## src/rtl/word_timing_pkg.sv

```systemverilog
// Shared word-timing definitions: revolution geometry, word-time type and sync states.
package word_timing_pkg;
   localparam int WORDS_PER_REV = 108;

   typedef logic [6:0] wt_t;

   localparam wt_t LAST_WORD = wt_t'(WORDS_PER_REV - 1);

   typedef enum logic {
      HUNT = 1'b0,
      LOCK = 1'b1
   } sync_state_t;
endpackage

```

## src/rtl/word_timing_if.sv

```systemverilog
// Word-timing bundle: T29/index/location in, word time and flags out.
interface word_timing_if;
   import word_timing_pkg::*;

   logic T29;
   logic IDX;
   logic [6:0] L;
   wt_t  WT;
   logic CE;
   logic CF;
   logic CN;
   logic WT_EQ_L;
   logic SYNC;
   logic SYNC_ERR;

   modport master (
      output T29, IDX, L,
      input  WT, CE, CF, CN, WT_EQ_L, SYNC, SYNC_ERR
   );

   modport slave (
      input  T29, IDX, L,
      output WT, CE, CF, CN, WT_EQ_L, SYNC, SYNC_ERR
   );
endinterface

```

## src/rtl/word_timing_word_ctr.sv

```systemverilog
// Modulo-108 word-time counter with T29 enable and synchronous load-zero.
module word_ctr
   import word_timing_pkg::*;
(
   input  logic CLOCK,
   input  logic rst_n,
   input  logic en,
   input  logic load_zero,
   output wt_t  wt,
   output wt_t  wt_nxt
);

   always_comb begin
      wt_nxt = wt;
      if (load_zero)
         wt_nxt = '0;
      else if (en)
         wt_nxt = (wt == LAST_WORD) ? '0 : wt + 7'd1;
   end

   always_ff @(posedge CLOCK or negedge rst_n) begin
      if (!rst_n)
         wt <= '0;
      else
         wt <= wt_nxt;
   end

endmodule

```

## src/rtl/word_timing.sv

```systemverilog
// Number-track word timing: hunts for the index mark, then tracks word time 0..107.
//   state | meaning
//   HUNT  | no sync; WT held at 0, waiting for IDX with T29
//   LOCK  | WT advances on T29, index checked at word 107
module word_timing
   import word_timing_pkg::*;
(
   input  logic          CLOCK,
   input  logic          rst_n,
   word_timing_if.slave  bus
);

   sync_state_t state;
   sync_state_t state_nxt;
   logic [1:0]  miss;
   logic [1:0]  miss_nxt;
   logic        load_zero;
   logic        err_set;
   wt_t         wt;
   wt_t         wt_nxt;

   logic ce_q;
   logic cf_q;
   logic cn_q;
   logic eq_q;
   logic sync_q;
   logic err_q;

   word_ctr u_word_ctr (
      .CLOCK     (CLOCK),
      .rst_n     (rst_n),
      .en        (bus.T29),
      .load_zero (load_zero),
      .wt        (wt),
      .wt_nxt    (wt_nxt)
   );

   always_comb begin
      state_nxt = state;
      miss_nxt  = miss;
      load_zero = 1'b0;
      err_set   = 1'b0;
      case (state)
         HUNT: begin
            load_zero = 1'b1;
            if (bus.T29 && bus.IDX) begin
               state_nxt = LOCK;
               miss_nxt  = 2'd0;
            end
         end
         LOCK: begin
            if (bus.T29) begin
               if (wt != LAST_WORD) begin
                  if (bus.IDX) begin
                     err_set   = 1'b1;
                     load_zero = 1'b1;
                  end
               end else if (bus.IDX) begin
                  miss_nxt = 2'd0;
               end else if (miss == 2'd1) begin
                  // second consecutive missing index: give up and hunt again
                  err_set   = 1'b1;
                  load_zero = 1'b1;
                  state_nxt = HUNT;
                  miss_nxt  = 2'd0;
               end else begin
                  miss_nxt = miss + 2'd1;
               end
            end
         end
         default: begin
            state_nxt = HUNT;
            load_zero = 1'b1;
         end
      endcase
   end

   always_ff @(posedge CLOCK or negedge rst_n) begin
      if (!rst_n) begin
         state  <= HUNT;
         miss   <= 2'd0;
         ce_q   <= 1'b1;
         cf_q   <= 1'b0;
         cn_q   <= 1'b1;
         eq_q   <= 1'b0;
         sync_q <= 1'b0;
         err_q  <= 1'b0;
      end else begin
         state  <= state_nxt;
         miss   <= miss_nxt;
         ce_q   <= ~wt_nxt[0];
         cf_q   <= wt_nxt[1];
         cn_q   <= ~((state_nxt == LOCK) && (wt_nxt == LAST_WORD));
         sync_q <= (state_nxt == LOCK);
         if (err_set)
            err_q <= 1'b1;
         // L is sampled only at word boundaries
         if (bus.T29)
            eq_q <= (state_nxt == LOCK) && (wt_nxt == bus.L);
      end
   end

   assign bus.WT       = wt;
   assign bus.CE       = ce_q;
   assign bus.CF       = cf_q;
   assign bus.CN       = cn_q;
   assign bus.WT_EQ_L  = eq_q;
   assign bus.SYNC     = sync_q;
   assign bus.SYNC_ERR = err_q;

endmodule

```

## src/flat_wrapper.sv

```systemverilog
// flat-port wrapper written by rule: the top's interface ports become plain ports
module word_timing_flat import word_timing_pkg::*;
  (CLOCK, rst_n, bus_T29, bus_IDX, bus_L, bus_WT, bus_CE, bus_CF, bus_CN, bus_WT_EQ_L, bus_SYNC, bus_SYNC_ERR);
  word_timing_if bus_i ();
  input  logic CLOCK;
  input  logic rst_n;
  input wire logic [$bits(bus_i.T29)-1:0] bus_T29;
  input wire logic [$bits(bus_i.IDX)-1:0] bus_IDX;
  input wire logic [$bits(bus_i.L)-1:0] bus_L;
  output wire logic [$bits(bus_i.WT)-1:0] bus_WT;
  output wire logic [$bits(bus_i.CE)-1:0] bus_CE;
  output wire logic [$bits(bus_i.CF)-1:0] bus_CF;
  output wire logic [$bits(bus_i.CN)-1:0] bus_CN;
  output wire logic [$bits(bus_i.WT_EQ_L)-1:0] bus_WT_EQ_L;
  output wire logic [$bits(bus_i.SYNC)-1:0] bus_SYNC;
  output wire logic [$bits(bus_i.SYNC_ERR)-1:0] bus_SYNC_ERR;
  assign bus_i.T29 = bus_T29;
  assign bus_i.IDX = bus_IDX;
  assign bus_i.L = bus_L;
  assign bus_WT = bus_i.WT;
  assign bus_CE = bus_i.CE;
  assign bus_CF = bus_i.CF;
  assign bus_CN = bus_i.CN;
  assign bus_WT_EQ_L = bus_i.WT_EQ_L;
  assign bus_SYNC = bus_i.SYNC;
  assign bus_SYNC_ERR = bus_i.SYNC_ERR;
  word_timing u_core (.CLOCK(CLOCK), .rst_n(rst_n), .bus(bus_i));
endmodule
```

## config.mk

```make
export PLATFORM = sky130hd
export DESIGN_NAME = word_timing_flat
export DESIGN_NICKNAME = d
export VERILOG_FILES = /design/src/rtl/word_timing_pkg.sv /design/src/rtl/word_timing_if.sv /design/src/rtl/word_timing_word_ctr.sv /design/src/rtl/word_timing.sv /design/src/flat_wrapper.sv
export SDC_FILE = /design/constraint.sdc
export NUM_CORES = 1
export LEC_CHECK = 0
export ABC_AREA = 1
export CAP_MARGIN = 20
export CORE_MARGIN = 5
export CORE_UTILIZATION = 45
export CTS_CLUSTER_DIAMETER = 40
export DETAILED_ROUTE_END_ITERATION = 8
export PLACE_DENSITY = 0.71
export RECOVER_POWER = 100
export REMOVE_ABC_BUFFERS = 1
export SLEW_MARGIN = 20
export SYNTH_ARGS = -nofsm -noshare
export SYNTH_HDL_FRONTEND = slang
export SYNTH_SLANG_ARGS = --single-unit
```

## constraint.sdc

```tcl
create_clock -name CLOCK -period 3.5 [get_ports CLOCK]
set_clock_uncertainty 0.1 [all_clocks]
set_input_delay 0.35 -clock CLOCK [delete_from_list [all_inputs] [get_ports CLOCK]]
set_output_delay 0.35 -clock CLOCK [all_outputs]
set_load 0.02 [all_outputs]
```

==> flow_summary.toml, run 1 <==
[cts]
cts_tree = "yes"
path_clk_slew_ps = 80
clk_path_buf_depth = 2
cts_inserted_buffers = 3
cts.repair.resized = 0
postCtsSetupRepairBufs = 0
clk_root_buffer_cell = "clkbuf_4"
clock_sink_count = 14
clk_latency_ps = 270
ctsHoldBuffers = 0
clock_tree.htree_level_count = 1

[cells_and_area]
multi_input_comb_area_um2 = 522
nNetsFinal = 181
fin_area_um2 = 1270
antenna_fix_cells = 0
final-seq-area_um2 = 353
area_growth_syn_to_layout_pct = 17.4
fillCellCount = 241
share_of_cells_above_drive_strength_1_pct = 13.2

[setup_path]
minimum_setup_slack_among_reg_to_reg_paths_ps = 1120
worst_r2r_path_depth = 13
setup.worst_path.start_class = "register"
timing.critical_path.arrival_ps = 2490
reg2reg_from = "u_core.u_word_ctr.wt[0]"
critPathKind = "reg2reg"
worstPathMaxFanout = 8
cp_endpoint_kind = "register"
worst_r2r_endpoint = "u_core.bus.WT_EQ_L"
worstPathRequired_ps = 3620

[timing]
hold_viol = 0
worstMarginPinSlew_ps = 670
setup_repair_after_global_routing_missed_its_margin = "no"
relSlewSlack_pct = 55.2
fin_hold_ws_ps = 375
timing_max_transition_violations_final = 0
period_needed_ps = 2380
tns_ps = 0
layout_worst_path_cycle_share_pct = 67.9
final-setup-viol-count = 0
highest_clock_frequency_the_design_can_meet_ghz = 0.421
slack_of_the_critical_path_ps = 1120

[global_route]
first_global_vias = 981
antenna_found_initial = 0
grt_overflow_total = 0
largest_net_degree_at_the_start_of_global_routing = 15
grtUsageTotal_pct = 15.4
first_pass_grt_wire_length_mm = 4.10

[route]
drt-total-wl_mm = 2.40
detail_route.iter0.violations = 27
routed-via-count = 981
post_drt_wl_per_cell_um = 12.3
vias_per_cell = 5.03
drt_pre_antenna_iters = 4
ant_nets = 0
drc_violations = 0

[logic_synthesis]
post-synth-top-area-fraction_pct = 27.8
ys_seq_elements = 14
synth.yosys.warnings = 0
ys_seq_area_share_pct = 32.7
avgSynthCellArea_um2 = 7.45
ranking_of_synthesized_cells_by_instance_count = "nand2_1, inv_1, dfrtp_1, nand3_1"
yosysTopAreaCell = "dfrtp_1"
synth-simple-area-share_pct = 46.9
post-synth-top-count-cell = "nand2_1"
synth-compound-area-share_pct = 4.75
synth_top_flop_cell = "dfrtp_1"
synth_xor_area_share_pct = 1.51
share_of_flip_flops_with_an_asynchronous_set_or_reset_after_synthesis_pct = 100
synth_top_family_by_area = "simple AND/OR/NAND/NOR gates"
synth_area_um2 = 1080
synth-adder-area-share_pct = 1.16
synth.area.top_cells = "dfrtp_1, nand2_1, inv_1, nand3_1, dfstp_2"
ys_types = 25
synth-edff-count = 0
post_synth_mux_area_share_pct = 0
synthCells = 145

[min_path]
hold-path-cell-count = 1
hold_path.startpoint = "u_core.bus.SYNC_ERR"
min_to = "u_core.bus.SYNC_ERR"
min-delay-path-class = "reg2reg"

[floorplanning]
start_util_pct = 47.9
num_rows = 17
design.die.area_um2 = 3480
floorplan.die.height_um = 59.0
core_area_um2 = 2250
die_w_um = 59.0
ioPinCount = 24

[place]
place.gp.congestion = 0.833
detailedPlace.worstSlack_ps = 1050
dp_hpwl_mm = 1.94
port_buffers = 23
dpl-instance-area_um2 = 1310

[run]
maxCapViolations = 0

[power]
p_per_area_nw_per_um2 = 327
vdd.ir_drop.worst_mv = 0.306
power.static_leakage_uw = 0.000679

[outcome]
status = "completed"
## state kept, by name, indices dropped and copies added (netlist names)
name                  flops
u_core.bus.WT_EQ_L        1
u_core.state              1
u_core.bus.SYNC_ERR       1
u_core.bus.CN             1
u_core.u_word_ctr.wt      7
u_core.miss               2
u_core.bus.CE             1
## how the worst max path moves through the flow
stage / depth (start not counted) / startpoint / end / slack (ps)
4_1_cts: 13 / bus_T29 / u_core.bus.WT_EQ_L / 1330
3_3_place_gp: 13 / bus_T29 / u_core.bus.WT_EQ_L / 1070
5_1_grt: 13 / u_core.u_word_ctr.wt[0] / u_core.bus.WT_EQ_L / 880
2_1_floorplan: 12 / u_core.u_word_ctr.wt[1] / u_core.bus.WT_EQ_L / 1530
6_report: 13 / u_core.u_word_ctr.wt[0] / u_core.bus.WT_EQ_L / 1120
3_5_place_dp: 13 / bus_T29 / u_core.bus.WT_EQ_L / 1050
## placed cells by master, fill, tap and decap left out, types with 2 or more instances in the layout
cell and n:
dfrtp_1 12, nand3_2 2, clkbuf_4 3, nand4_1 6, o21bai_1 3, nand3_1 18
inv_1 24, inv_2 3, o21ai_0 2, nor2_4 2, dlygate4sd3_1 14, nor2_1 9
clkdlybuf4s50_1 9, a21oi_1 2, nand2_1 42, nand2_4 4, nor2_2 2, nor3_1 2
dfstp_2 2
## kinds of logic (layout without fill, tap and decap cells)
kind of cell    Yosys count  after routing
flops                    14             14
buf+inv                  32             54
fa+ha+maj                 1              1
xor+xnor                  1              1
compound gates            8              8
simple gates             89             89
## power by group
part | internal [uW] | leakage, uW | switching, uW
logic | 50.8 | 0.000490 | 77.0
clock network | 39.9 | 0.0000138 | 50.1
registers | 177 | 0.000176 | 19.7
## layer usage
layer	wire (um)	vias up	track usage [%]
li1	-	495	-
met1	1080	452	17.4
met2	1130	26	26.5
met3	123	8	3.27
met4	57	0	9.06
met5	0	-	0
## final cells by class
class	instances	share of cell area, %
sequential	14	27.8
timing repair buffer	23	18.2
clock buffer	3	1.78
inverter	28	8.29
tap	28	2.76
multi-input combinational	99	41.2
## worst max-delay path, stage by stage (launching register included)
cell	delay (ps)
dfrtp_1	460
ha_1	320
clkinv_1	90
nor2_1	270
nand2_4	110
nand2_4	60
nand3_1	250
nor2_1	220
nand2_1	70
nand2_1	60
nand2_1	50
nor2_1	130
nand2_1	70
nand2_1	50
## metrics by stage
| step | instances | utilization, % | power [uW] |
|---|---|---|---|
| final | 195 | 56.2 | 414 |
| after global routing | 195 | 56.2 | 441 |
| after CTS | 195 | 59.1 | 437 |
| after detailed placement | 192 | 58.1 | 346 |
| after global placement | 192 | 58.1 | 341 |
| after floorplan | 141 | - | 283 |
Power figures use the tool's default switching activity.
==> run 2, diff against run 1 <==
clock period = 2.2 ns   (was 3.5 ns; I/O delays follow)
==> flow_summary.toml, run 2 (synthesis gave the netlist of run 1 again) <==
[min_path]
min-delay-path-class = "in2async"

[global_route]
antenna_found_initial = 0
first_pass_grt_wire_length_mm = 4.27
grtUsageTotal_pct = 16.0
grt_overflow_total = 0
first_global_vias = 936
largest_net_degree_at_the_start_of_global_routing = 15

[place]
port_buffers = 23
dp_hpwl_mm = 1.97
dpl-instance-area_um2 = 1330
detailedPlace.worstSlack_ps = 114
place.gp.congestion = 0.862

[setup_path]
minimum_setup_slack_among_reg_to_reg_paths_ps = 180
timing.critical_path.arrival_ps = 2150
worst_r2r_path_depth = 11
worstPathMaxFanout = 5
cp_endpoint_kind = "register"
worstPathRequired_ps = 2330
critPathKind = "reg2reg"
setup.worst_path.start_class = "register"

[floorplanning]
ioPinCount = 24
die_w_um = 59.0
floorplan.die.height_um = 59.0
core_area_um2 = 2250
num_rows = 17
start_util_pct = 47.9
design.die.area_um2 = 3480

[route]
ant_nets = 0
vias_per_cell = 4.91
detail_route.iter0.violations = 28
drc_violations = 0
drt_pre_antenna_iters = 4
post_drt_wl_per_cell_um = 12.6
drt-total-wl_mm = 2.49
routed-via-count = 972

[timing]
period_needed_ps = 2020
setup_repair_after_global_routing_missed_its_margin = "no"
slack_of_the_critical_path_ps = 178
hold_viol = 0
relSlewSlack_pct = 56.2
timing_max_transition_violations_final = 0
final-setup-viol-count = 0
tns_ps = 0
layout_worst_path_cycle_share_pct = 91.9
highest_clock_frequency_the_design_can_meet_ghz = 0.494
fin_hold_ws_ps = 296
worstMarginPinSlew_ps = 654

[power]
power.static_leakage_uw = 0.000702
comb_power_share_pct = 31.0
p_per_area_nw_per_um2 = 542
p_int_uw = 472
switchingPower_uw = 251
share_seq_of_total_power_pct = 42.6
share_clk_of_total_power_pct = 26.5
vdd.ir_drop.worst_mv = 0.418
switch_share_pct = 34.7

[cts]
clock_sink_count = 14
path_clk_slew_ps = 90
clk_root_buffer_cell = "clkbuf_4"
clock_tree.htree_level_count = 1
cts_inserted_buffers = 3
cts_tree = "yes"
clk_path_buf_depth = 2
clk_latency_ps = 280

[cells_and_area]
reg_top3 = "u_core.u_word_ctr.wt: 7 flops, u_core.miss: 2 flops"
registers.top_by_ff_count = "u_core.u_word_ctr.wt"
nNetsFinal = 183
fillCellCount = 231
fin_area_um2 = 1330
share_of_cells_above_drive_strength_1_pct = 18.2
area_growth_syn_to_layout_pct = 23.5
most-common-layout-cells = "nand2_1, inv_1, nand3_1"
antenna_fix_cells = 0
largest_register_ff_count = 7
layout_commonest_cell = "nand2_1"

[outcome]
status = "completed"

[run]
maxCapViolations = 0
==> run 2: cell type report <==
cell class	count	area (um2)	share of cell area, %
Multi-Input combinational cell	99	559	41.9
Clock buffer	4	36.3	2.72
Tap cell	28	35.0	2.63
Sequential cell	14	353	26.5
Inverter	28	105	7.88
Timing Repair Buffer	25	245	18.4
==> run 2: worst paths after layout <==
check                                              from                 endpoint
worst max-delay path            u_core.u_word_ctr.wt[0]       u_core.bus.WT_EQ_L
worst min-delay path                              rst_n  u_core.u_word_ctr.wt[0]
worst max register to register  u_core.u_word_ctr.wt[0]       u_core.bus.WT_EQ_L
worst min register to register      u_core.bus.SYNC_ERR      u_core.bus.SYNC_ERR
max in group asynchronous                         rst_n  u_core.u_word_ctr.wt[5]
min in group CLOCK                  u_core.bus.SYNC_ERR      u_core.bus.SYNC_ERR
==> run 2: worst max-delay path, cell delays in order, from the launching register on <==
cell and delay [ps]:
dfrtp_1 470, ha_2 290, inv_2 60, nor2_4 120
nand3_1 220, nand3_1 230, nor2_1 80, nand2_1 60
nand3_1 70, nor2_1 140, nand2_1 70, nand2_1 60
==> run 2: layer usage <==
metal  share of wire, %  global-route usage, %  routed length (um)  vias to the layer above
met2                 45                   24.6                1120                       32
met5                  0                      0                   0                        -
met4                1.5                   5.83                  38                        0
met3                7.3                   3.70                 183                        5
met1                 46                   21.8                1150                      437
li1                   -                      -                   -                      498
==> run 2: repair_timing <==
item                                   CTS  global route
setup endpoints to repair                0             1
hold buffers                             0             0
setup buffers                            0             0
gates resized for setup                  0             1
endpoints found under the hold margin    0             0
==> run 2: stage by stage <==
step	util [%]	power (uW)	std cells
floorplan	-	450	141
detailed placement	58.8	555	194
CTS	60.4	746	198
global route	59.2	775	198
finish	59.2	722	198
global placement	58.8	550	194
==> run 2: power by group through the flow <==
stage / clock network, uW / registers (uW) / logic [uW]
finish: 191 / 308 / 224
global route: 213 / 312 / 250
CTS: 194 / 308 / 243
detailed placement: 0 / 313 / 242
global placement: 0 / 312 / 238
floorplan: 0 / 340 / 110
